**src/rtl/dma_seq_pkg.sv**
```systemverilog
// rtl/dma_seq_pkg.sv - state encoding and defaults shared by the DMA transfer sequencer
package dma_seq_pkg;

  localparam int PAGE_BITS_DEF = 8;

  typedef enum logic [3:0] {
    ST_IDLE     = 4'b0000,
    ST_SETUP    = 4'b0001,
    ST_READ     = 4'b0010,
    ST_MODIFY   = 4'b0011,
    ST_WRITE    = 4'b0100,
    ST_PAGE     = 4'b0101,
    ST_NEXT_ROW = 4'b0110,
    ST_DONE     = 4'b0111
  } dma_state_e;

endpackage

```
**src/rtl/dma_addr_gen.sv**
```systemverilog
// rtl/dma_addr_gen.sv - 2-D address walker: x/y counters, element/row stepping, page-carry flag
module dma_addr_gen #(
  parameter int ADDR_W    = 16,
  parameter int CNT_W     = 8,
  parameter int PAGE_BITS = 8
) (
  input  logic              clk,
  input  logic              rst,
  input  logic              load,
  input  logic              elem_done,
  input  logic              row_done,
  input  logic [ADDR_W-1:0] base_addr,
  input  logic [ADDR_W-1:0] row_stride,
  input  logic [CNT_W-1:0]  x_count,
  input  logic [CNT_W-1:0]  y_count,
  input  logic              xskip,
  input  logic              yskip,
  output logic [ADDR_W-1:0] addr,
  output logic              x_last,
  output logic              y_last,
  output logic              page_carry
);

  logic [ADDR_W-1:0]  row_addr;
  logic [ADDR_W-1:0]  x_step;
  logic [ADDR_W-1:0]  row_step;
  logic [ADDR_W-1:0]  next_addr;
  logic [ADDR_W-1:0]  next_row;
  logic [CNT_W-1:0]   x_cnt;
  logic [CNT_W-1:0]   y_cnt;
  logic [PAGE_BITS:0] low_sum;

  assign x_step    = xskip ? ADDR_W'(2) : ADDR_W'(1);
  assign row_step  = yskip ? (row_stride << 1) : row_stride;
  assign next_addr = addr + x_step;
  assign next_row  = row_addr + row_step;

  // Carry out of the in-page offset bits marks a page crossing for the next element.
  assign low_sum    = {1'b0, addr[PAGE_BITS-1:0]} + {{(PAGE_BITS-1){1'b0}}, xskip, ~xskip};
  assign page_carry = low_sum[PAGE_BITS];

  assign x_last = (x_cnt == CNT_W'(1));
  assign y_last = (y_cnt == CNT_W'(1));

  always_ff @(posedge clk or posedge rst) begin
    if (rst) begin
      addr     <= '0;
      row_addr <= '0;
      x_cnt    <= '0;
      y_cnt    <= '0;
    end else if (load) begin
      addr     <= base_addr;
      row_addr <= base_addr;
      x_cnt    <= x_count;
      y_cnt    <= y_count;
    end else if (elem_done) begin
      x_cnt <= x_cnt - CNT_W'(1);
      if (!x_last) begin
        addr <= next_addr;
      end
    end else if (row_done) begin
      y_cnt <= y_cnt - CNT_W'(1);
      if (!y_last) begin
        row_addr <= next_row;
        addr     <= next_row;
        x_cnt    <= x_count;
      end
    end
  end

endmodule

```
**src/rtl/dma_xfer_sequencer.sv**
```systemverilog
// rtl/dma_xfer_sequencer.sv - DMA present-state FSM sequencing 2-D block transfers onto the memory port
module dma_xfer_sequencer
  import dma_seq_pkg::*;
#(
  parameter int ADDR_W    = 16,
  parameter int CNT_W     = 8,
  parameter int PAGE_BITS = PAGE_BITS_DEF
) (
  input  logic              clk,
  input  logic              rst,
  input  logic              start,
  input  logic              abort,
  input  logic [ADDR_W-1:0] base_addr,
  input  logic [CNT_W-1:0]  x_count,
  input  logic [CNT_W-1:0]  y_count,
  input  logic [ADDR_W-1:0] row_stride,
  input  logic              xskip,
  input  logic              yskip,
  input  logic              page,
  input  logic              rmwb,
  output logic              mem_req,
  output logic              mem_we,
  output logic [ADDR_W-1:0] mem_addr,
  input  logic              mem_ack,
  output logic [3:0]        dmpst,
  output logic              busy,
  output logic              done
);

  dma_state_e state, next_state, elem_next;

  logic [ADDR_W-1:0] cfg_base;
  logic [ADDR_W-1:0] cfg_stride;
  logic [CNT_W-1:0]  cfg_x;
  logic [CNT_W-1:0]  cfg_y;
  logic              cfg_xskip;
  logic              cfg_yskip;
  logic              cfg_page;
  logic              cfg_rmwb;

  logic              load;
  logic              elem_done;
  logic              row_done;
  logic              x_last;
  logic              y_last;
  logic              page_carry;
  logic [ADDR_W-1:0] addr;

  always_ff @(posedge clk or posedge rst) begin
    if (rst) begin
      state <= ST_IDLE;
    end else begin
      state <= next_state;
    end
  end

  always_ff @(posedge clk or posedge rst) begin
    if (rst) begin
      cfg_base   <= '0;
      cfg_stride <= '0;
      cfg_x      <= '0;
      cfg_y      <= '0;
      cfg_xskip  <= 1'b0;
      cfg_yskip  <= 1'b0;
      cfg_page   <= 1'b0;
      cfg_rmwb   <= 1'b1;
    end else if (state == ST_IDLE && start) begin
      cfg_base   <= base_addr;
      cfg_stride <= row_stride;
      cfg_x      <= x_count;
      cfg_y      <= y_count;
      cfg_xskip  <= xskip;
      cfg_yskip  <= yskip;
      cfg_page   <= page;
      cfg_rmwb   <= rmwb;
    end
  end

  always_comb begin
    next_state = state;
    load       = 1'b0;
    elem_done  = 1'b0;
    row_done   = 1'b0;
    // Where a completed element leads: end of row, page stall, or the next read.
    if (x_last) begin
      elem_next = ST_NEXT_ROW;
    end else if (cfg_page && page_carry) begin
      elem_next = ST_PAGE;
    end else begin
      elem_next = ST_READ;
    end
    case (state)
      ST_IDLE:     if (start) next_state = ST_SETUP;
      ST_SETUP: begin
        if (cfg_x == '0 || cfg_y == '0) begin
          next_state = ST_DONE;
        end else begin
          load       = 1'b1;
          next_state = ST_READ;
        end
      end
      ST_READ: begin
        if (mem_ack) begin
          if (!cfg_rmwb) begin
            next_state = ST_MODIFY;
          end else begin
            elem_done  = 1'b1;
            next_state = elem_next;
          end
        end
      end
      ST_MODIFY:   next_state = ST_WRITE;
      ST_WRITE: begin
        if (mem_ack) begin
          elem_done  = 1'b1;
          next_state = elem_next;
        end
      end
      ST_PAGE:     next_state = ST_READ;
      ST_NEXT_ROW: begin
        row_done   = 1'b1;
        next_state = y_last ? ST_DONE : ST_READ;
      end
      ST_DONE:     next_state = ST_IDLE;
      default:     next_state = ST_IDLE;
    endcase
    if (abort && state != ST_IDLE) begin
      next_state = ST_IDLE;
      load       = 1'b0;
      elem_done  = 1'b0;
      row_done   = 1'b0;
    end
  end

  dma_addr_gen #(
    .ADDR_W    (ADDR_W),
    .CNT_W     (CNT_W),
    .PAGE_BITS (PAGE_BITS)
  ) u_addr_gen (
    .clk        (clk),
    .rst        (rst),
    .load       (load),
    .elem_done  (elem_done),
    .row_done   (row_done),
    .base_addr  (cfg_base),
    .row_stride (cfg_stride),
    .x_count    (cfg_x),
    .y_count    (cfg_y),
    .xskip      (cfg_xskip),
    .yskip      (cfg_yskip),
    .addr       (addr),
    .x_last     (x_last),
    .y_last     (y_last),
    .page_carry (page_carry)
  );

  // Port outputs decode from the state register only, so reset clears them asynchronously.
  assign mem_req  = (state == ST_READ) || (state == ST_WRITE);
  assign mem_we   = (state == ST_WRITE);
  assign mem_addr = addr;
  assign dmpst    = state;
  assign busy     = (state != ST_IDLE);
  assign done     = (state == ST_DONE);

endmodule
```
**config.mk**
```make
export PLATFORM = sky130hd
export DESIGN_NAME = dma_xfer_sequencer
export DESIGN_NICKNAME = d
export VERILOG_FILES = /design/src/rtl/dma_seq_pkg.sv /design/src/rtl/dma_addr_gen.sv /design/src/rtl/dma_xfer_sequencer.sv
export SDC_FILE = /design/constraint.sdc
export NUM_CORES = 1
export LEC_CHECK = 0
export CORE_MARGIN = 2
export CORE_UTILIZATION = 60
export CTS_CLUSTER_DIAMETER = 60
export DETAILED_ROUTE_END_ITERATION = 12
export GPL_TIMING_DRIVEN = 0
export PLACE_DENSITY = 0.86
export RECOVER_POWER = 25
export SYNTH_ARGS = -nofsm -noshare
export SYNTH_HDL_FRONTEND = slang
export SYNTH_SLANG_ARGS = --single-unit
```
**constraint.sdc**
```tcl
create_clock -name clk -period 5.2 [get_ports clk]
set_input_delay 1.04 -clock clk [delete_from_list [all_inputs] [get_ports clk]]
set_output_delay 1.04 -clock clk [all_outputs]
set_load 0.1 [all_outputs]
```
======== Word-level counts from Yosys, hierarchy flattened ========
Index checks and enable logic that the tools add are counted.
storage, ports and cells
  bits in registers ....................... 104
  input port bits ......................... 57
  output and inout bits ................... 24
cells by class
  $add $sub $neg .......................... 5
  eq/ne operators ......................... 16
  mux-type cells .......................... 36
  bitwise operators ....................... 1
  reductions and logical operators ........ 16
operator list
  cell                                                                     number
  16-bit two-way mux                                                       8
  8-bit two-way mux                                                        7
  16-bit adder                                                             2
  4-bit one-hot mux with 7 select lines                                    1
  4-bit two-way mux                                                        5
  4-bit by 3-bit equality test with 1-bit output, second input constant    4
  8-bit by 1-bit equality test with 1-bit output, second input constant    2
  8-bit zero test                                                          2
  8-bit by 1-bit subtractor with 8-bit output, second input constant       2
  3-bit two-way mux                                                        4
  8-bit by 2-bit adder with 9-bit output                                   1
  1-bit two-way mux                                                        9
  3-bit inequality test, second input constant                             3
  3-bit AND reduction                                                      3
  4-bit by 2-bit equality test with 1-bit output, second input constant    2
  4-bit by 1-bit equality test with 1-bit output, second input constant    1
  4-bit zero test                                                          1
  2-bit inequality test, second input constant                             2
  2-bit AND reduction                                                      2
  4-bit nonzero test                                                       1
  1-bit logical AND                                                        3
  3-bit by 1-bit inequality test with 1-bit output, second input constant  1
  3-bit by 2-bit inequality test with 1-bit output, second input constant  1
  3-bit nonzero test                                                       1
  5 further kinds                                                          6

======== Depth between registers and ports, before layout ========
  depth after elaboration ................. 9
  depth in mapped cells ................... 12
  depth with buffers taken out ............ 10

======== Modules after synthesis ========
From an unflattened synthesis, not the netlist that was laid out.
unflattened totals
  cell total of the unflattened synthesis .. 608
  area total of the unflattened synthesis .. 6043.3 µm²
modules (own cells, without submodules)
  module              times used  cells each  area each (µm²)  seq. area each (µm²)
  dma_addr_gen        1           441         3697.3           1201.2
  dma_xfer_sequencer  1           167         2346.0           1377.6

======== Worst setup path after synthesis ========
No wires, ideal clock.
  path kind ............................... reg2out
  start ................................... register state[1], in the netlist dmpst[1]
  end ..................................... output mem_req
  data arrival time ....................... 3014 ps
  required time ........................... 4160 ps
  path slack .............................. 1146 ps
  stages on the path, launching flop included .. 5
  buffers on the path ..................... 2
  cells stage by stage .................... dfrtp_1 > buf_4 > clkbuf_1 > nand2b_1 > a21oi_1
on the way
  word-level cells in the longest chain between the ends .. 2
RTL lines
  element                                                                                                           RTL line                   text
  start: declaration                                                                                                dma_xfer_sequencer.sv:30   dma_state_e state, next_state, elem_next;
  start signal: assignment                                                                                          dma_xfer_sequencer.sv:53   state <= next_state;
  4-bit by 2-bit equality test with 1-bit output or 4-bit by 3-bit equality test with 1-bit output (tied branches)  dma_xfer_sequencer.sv:158  assign mem_req = (state == ST_READ) || (state == ST_WRITE);
  1-bit logical OR *                                                                                                dma_xfer_sequencer.sv:158
  end: declaration                                                                                                  dma_xfer_sequencer.sv:21   output logic mem_req,
Mark *: on every way between the ends. The rest lies on a longest branch, timed or not.

==> flow_summary_export.csv <==
group,metric,value,unit
synthesis,synthAdderAreaFrac,4.95,%
synthesis,synthSimpleGateAreaFrac,15.6,%
synthesis,synth-compound-area-share,16.8,%
clock_network,numCtsBuffers,9,
power,combPwrFrac,61.0,%
synthesis,synth_ff_type,"dfrtp_1",
drt,drc,0,
drt,via_count,5269,
setup_path,slowest_delay,1.24,ns
setup_path,worstPathArrival,4.03,ns
synthesis,synth_xor_area_share,3.29,%
sta,setup_viol,0,
synthesis,synth-edff-count,0,
clock_network,clk_path_buf_depth,2,
power,p_switching,2650,uW
floorplanning,die_h,105,um
clock_network,post_cts_resized,0,
synthesis,postSynthAreaPerCell,10.1,um^2
drt,drt-total-wl,16400,um
setup_path,crit_type,"input pin to asynchronous set/reset pin",
clock_network,cts_root_buffer,"clkbuf_8",
clock_network,cts_num_sinks,103,
grt,antenna_found_initial,0,
power,clkPwrFrac,9.6,%
grt,grt_max_degree,59,
cells_and_area,fillers,754,
power,power_frac_seq,29.4,%
floorplanning,dieArea,11000,um^2
setup_path,cp_cell_sequence,"dlygate4sd3_1, clkinvlp_2, clkbuf_2",
grt,grt-ovfl-total,0,
cells_and_area,antenna_cells,0,
setup_path,end_kind,"asynchronous set/reset pin",
floorplanning,core-area,9820,um^2
power,p_per_area,740,nW/um^2
sta,rsz0062_at_grt,"no",
synthesis,synthArstFlopShare,100,%
power,switching_share,49.2,%
clock_network,clock_latency,0.39,ns
synthesis,seq_area_frac_synth,42.2,%
placement,place_congestion,0.894,
setup_path,path_buf_inv,3,
sta,worst_pin_slew,2.00,ns
clock_network,cts_hold_buf,0,
min_path,hp-class,"flop to flop",
floorplanning,initial_core_util,62.3,%
clock_network,clkTransAtPathRegs,0.09,ns
grt,grt_use_total,31.4,%
sta,finalCritPeriodShare,72.7,%
synthesis,synthMuxAreaShare,13.0,%
cells_and_area,nNetsFinal,777,
placement,dp_hpwl,12100,um
floorplanning,ios,81,
setup_path,critPathSlowestCell,"clkbuf_2",
synthesis,synth_fp_nets,686,
status,violations,"max-capacitance violations, max-slew violations",
power,power,5380,uW
cells_and_area,syn_to_final_growth,19.0,%
clock_network,cts_tree,"built",
clock_network,cts_max_level,3,
floorplanning,dieWidth,105,um
synthesis,synth_top_family_by_area,"compound AO/OA/AOI/OAI gates",
clock_network,post_cts_buffers,0,
sta,max_slew_margin,-34.2,%
power,p_leak,0.00308,uW
placement,portBuffers,79,
sta,fmaxAchievable,264,MHz
grt,grt_pass1_vias,5376,
drt,first_pass_iters,7,
grt,grt_pass1_wl,27200,um
setup_path,critPathTopFamily,"buffers and inverters",
power,peakVddDrop,468,uV
synthesis,synth_area,6110,um^2
synthesis,syn_inst,606,
sta,drv_slew,47,
synthesis,ys_types,69,
cells_and_area,drive_above_1_share,17.1,%
sta,hold_viol,0,
sta,min_period,3.78,ns
sta,fin_skew,0.0138,ns
drt,ant_nets,0,
synthesis,ys_seq_elements,103,
status,status,"complete, but fails checks",
setup_path,startpoint_type,"input pin",
drt,drt_iter0_markers,452,
synthesis,synth_warnings,0,
sta,finalSetupTns,0,ns
job,drv_cap,1,
floorplanning,num_rows,36,
setup_path,cp_max_fo,58,
drt,wl_per_cell,19.7,um
setup_path,worstPathRequired,5.45,ns
drt,via_per_inst,6.32,
power,power.internal,2730,uW
==> registers in the layout, indices dropped and copies added, names as in the netlist <==
signal               flops
cfg_stride              16
u_addr_gen.y_cnt         8
cfg_x                    8
cfg_yskip                1
cfg_page                 1
u_addr_gen.x_cnt         8
cfg_base                16
cfg_xskip                1
cfg_rmwb                 1
cfg_y                    8
u_addr_gen.row_addr     16
u_addr_gen.addr         16
dmpst                    3
==> worst reg2reg max path, cell delays in order, from the launching register on <==
cell	delay, ns
dfrtp_1	0.34
clkbuf_1	0.39
buf_1	0.49
mux2_2	0.41
ha_1	0.38
nand2_1	0.10
nor3_1	0.35
nor2_1	0.15
o31ai_1	0.60
xnor2_1	0.20
o21ai_0	0.22
==> layout make-up <==
cell class	instances	area (um^2)	share of cell area, %
plain buffers	32	186	2.56
clock buffers	12	155	2.13
clock inverters	3	42.5	0.585
inverters	18	68.8	0.946
multi-input cells	453	3280	45.1
flip-flops and latches	103	2580	35.4
well taps	133	166	2.29
repair buffers	80	796	10.9
==> placed cells by master (no fill, tap or decap), types with 3 or more instances in the layout <==
| master | n |
|---|---|
| a221o_1 | 3 |
| o21a_1 | 4 |
| a22oi_1 | 15 |
| a221oi_1 | 8 |
| a21oi_1 | 31 |
| inv_1 | 17 |
| nand2b_1 | 5 |
| buf_4 | 5 |
| ha_1 | 21 |
| mux2_2 | 65 |
| o21ai_1 | 3 |
| clkdlybuf4s50_1 | 78 |
| a31oi_1 | 5 |
| nand3_1 | 10 |
| nor3_1 | 12 |
| o21ai_0 | 31 |
| xor2_1 | 7 |
| o211ai_1 | 14 |
| nand4_1 | 9 |
| nor2_1 | 38 |
| nand2_1 | 68 |
| a211o_1 | 5 |
| buf_6 | 4 |
| mux2i_1 | 6 |
| clkbuf_1 | 9 |
| o21bai_1 | 3 |
| and3_1 | 9 |
| xnor2_1 | 16 |
| o22ai_1 | 3 |
| a21o_1 | 6 |
| clkbuf_8 | 11 |
| buf_2 | 14 |
| nand3b_1 | 6 |
| dfrtp_1 | 102 |
| nor4_1 | 8 |
==> worst paths after layout <==
check | startpoint | endpoint | slack, ns | cells after the start
max in group clk | cfg_yskip$_DFFE_PP0P_ | u_addr_gen.row_addr[15]$_DFFE_PP0P_ | 1.46 | 10
max | rst | cfg_y[1]$_DFFE_PP0P_ | 1.42 | 3
min in group asynchronous | rst | u_addr_gen.row_addr[0]$_DFFE_PP0P_ | 1.62 | 2
min | u_addr_gen.x_cnt[7]$_DFFE_PP0P_ | u_addr_gen.x_cnt[7]$_DFFE_PP0P_ | 0.51 | 1
max reg2reg | cfg_yskip$_DFFE_PP0P_ | u_addr_gen.row_addr[15]$_DFFE_PP0P_ | 1.46 | 10
min reg2reg | u_addr_gen.x_cnt[7]$_DFFE_PP0P_ | u_addr_gen.x_cnt[7]$_DFFE_PP0P_ | 0.51 | 1
==> synth_stat cells, drive strengths merged (3+ instances only) <==
| cell | instances | area [um^2] |
|---|---|---|
| clkbuf | 8 | 30.0 |
| dfrtp | 102 | 2550 |
| nor2 | 40 | 160 |
| nand2 | 68 | 255 |
| a21oi | 32 | 164 |
| xnor2 | 16 | 140 |
| a22oi | 15 | 113 |
| mux2i | 6 | 60.1 |
| nor3 | 13 | 76.3 |
| a31oi | 5 | 31.3 |
| a21o | 6 | 45.0 |
| nand4 | 9 | 56.3 |
| buf | 24 | 156 |
| nand2b | 6 | 45.0 |
| o21ai | 34 | 170 |
| ha | 21 | 263 |
| o21bai | 3 | 22.5 |
| a211o | 5 | 43.8 |
| nand3 | 10 | 50.1 |
| a221oi | 8 | 70.1 |
| inv | 18 | 67.6 |
| xor2 | 7 | 61.3 |
| o21a | 4 | 30.0 |
| or3 | 3 | 23.8 |
| nor4 | 8 | 50.1 |
| o211ai | 15 | 118 |
| nand3b | 7 | 65.1 |
| o22ai | 3 | 18.8 |
| a221o | 3 | 30.0 |
| mux2 | 65 | 732 |
| and3 | 10 | 67.6 |
==> metrics by stage <==
step	setup WS [ns]	utilization [%]	hold WS [ns]	std cells	instance area [um^2]
floorplan	1.15	-	0.453	606	6110
global placement	0.0401	72.0	0.485	818	7070
detailed placement	1.53	72.3	0.493	819	7100
CTS	1.47	74.3	0.513	834	7300
global route	0.871	74.1	0.538	834	7280
finish	1.42	74.1	0.509	834	7280
==> metal layers <==
layer	vias up	global-route usage, %	share of wire [%]
met5	-	0	0
met1	2554	39.4	41
met3	59	5.49	6.7
met2	254	53.2	49
met4	0	13.3	3.4
li1	2402	-	-
==> kinds of logic (layout without fill, tap and decap cells) <==
group,after synthesis,in the layout
buf+inv,50,145
fa+ha+maj,23,23
mux,71,71
other cells,1,1
compound gates,150,150
xor+xnor,23,23
flops,103,103
simple gates,185,185
==> power groups by stage <==
stage	Combinational, uW	Sequential (uW)	Clock, uW
6_report	3280	1580	519
5_1_grt	3560	1620	551
4_1_cts	3250	1560	522
3_5_place_dp	3230	1570	0
3_3_place_gp	3100	1560	0
2_1_floorplan	2050	1930	0
Note: power is estimated with default switching activity, not from simulation.
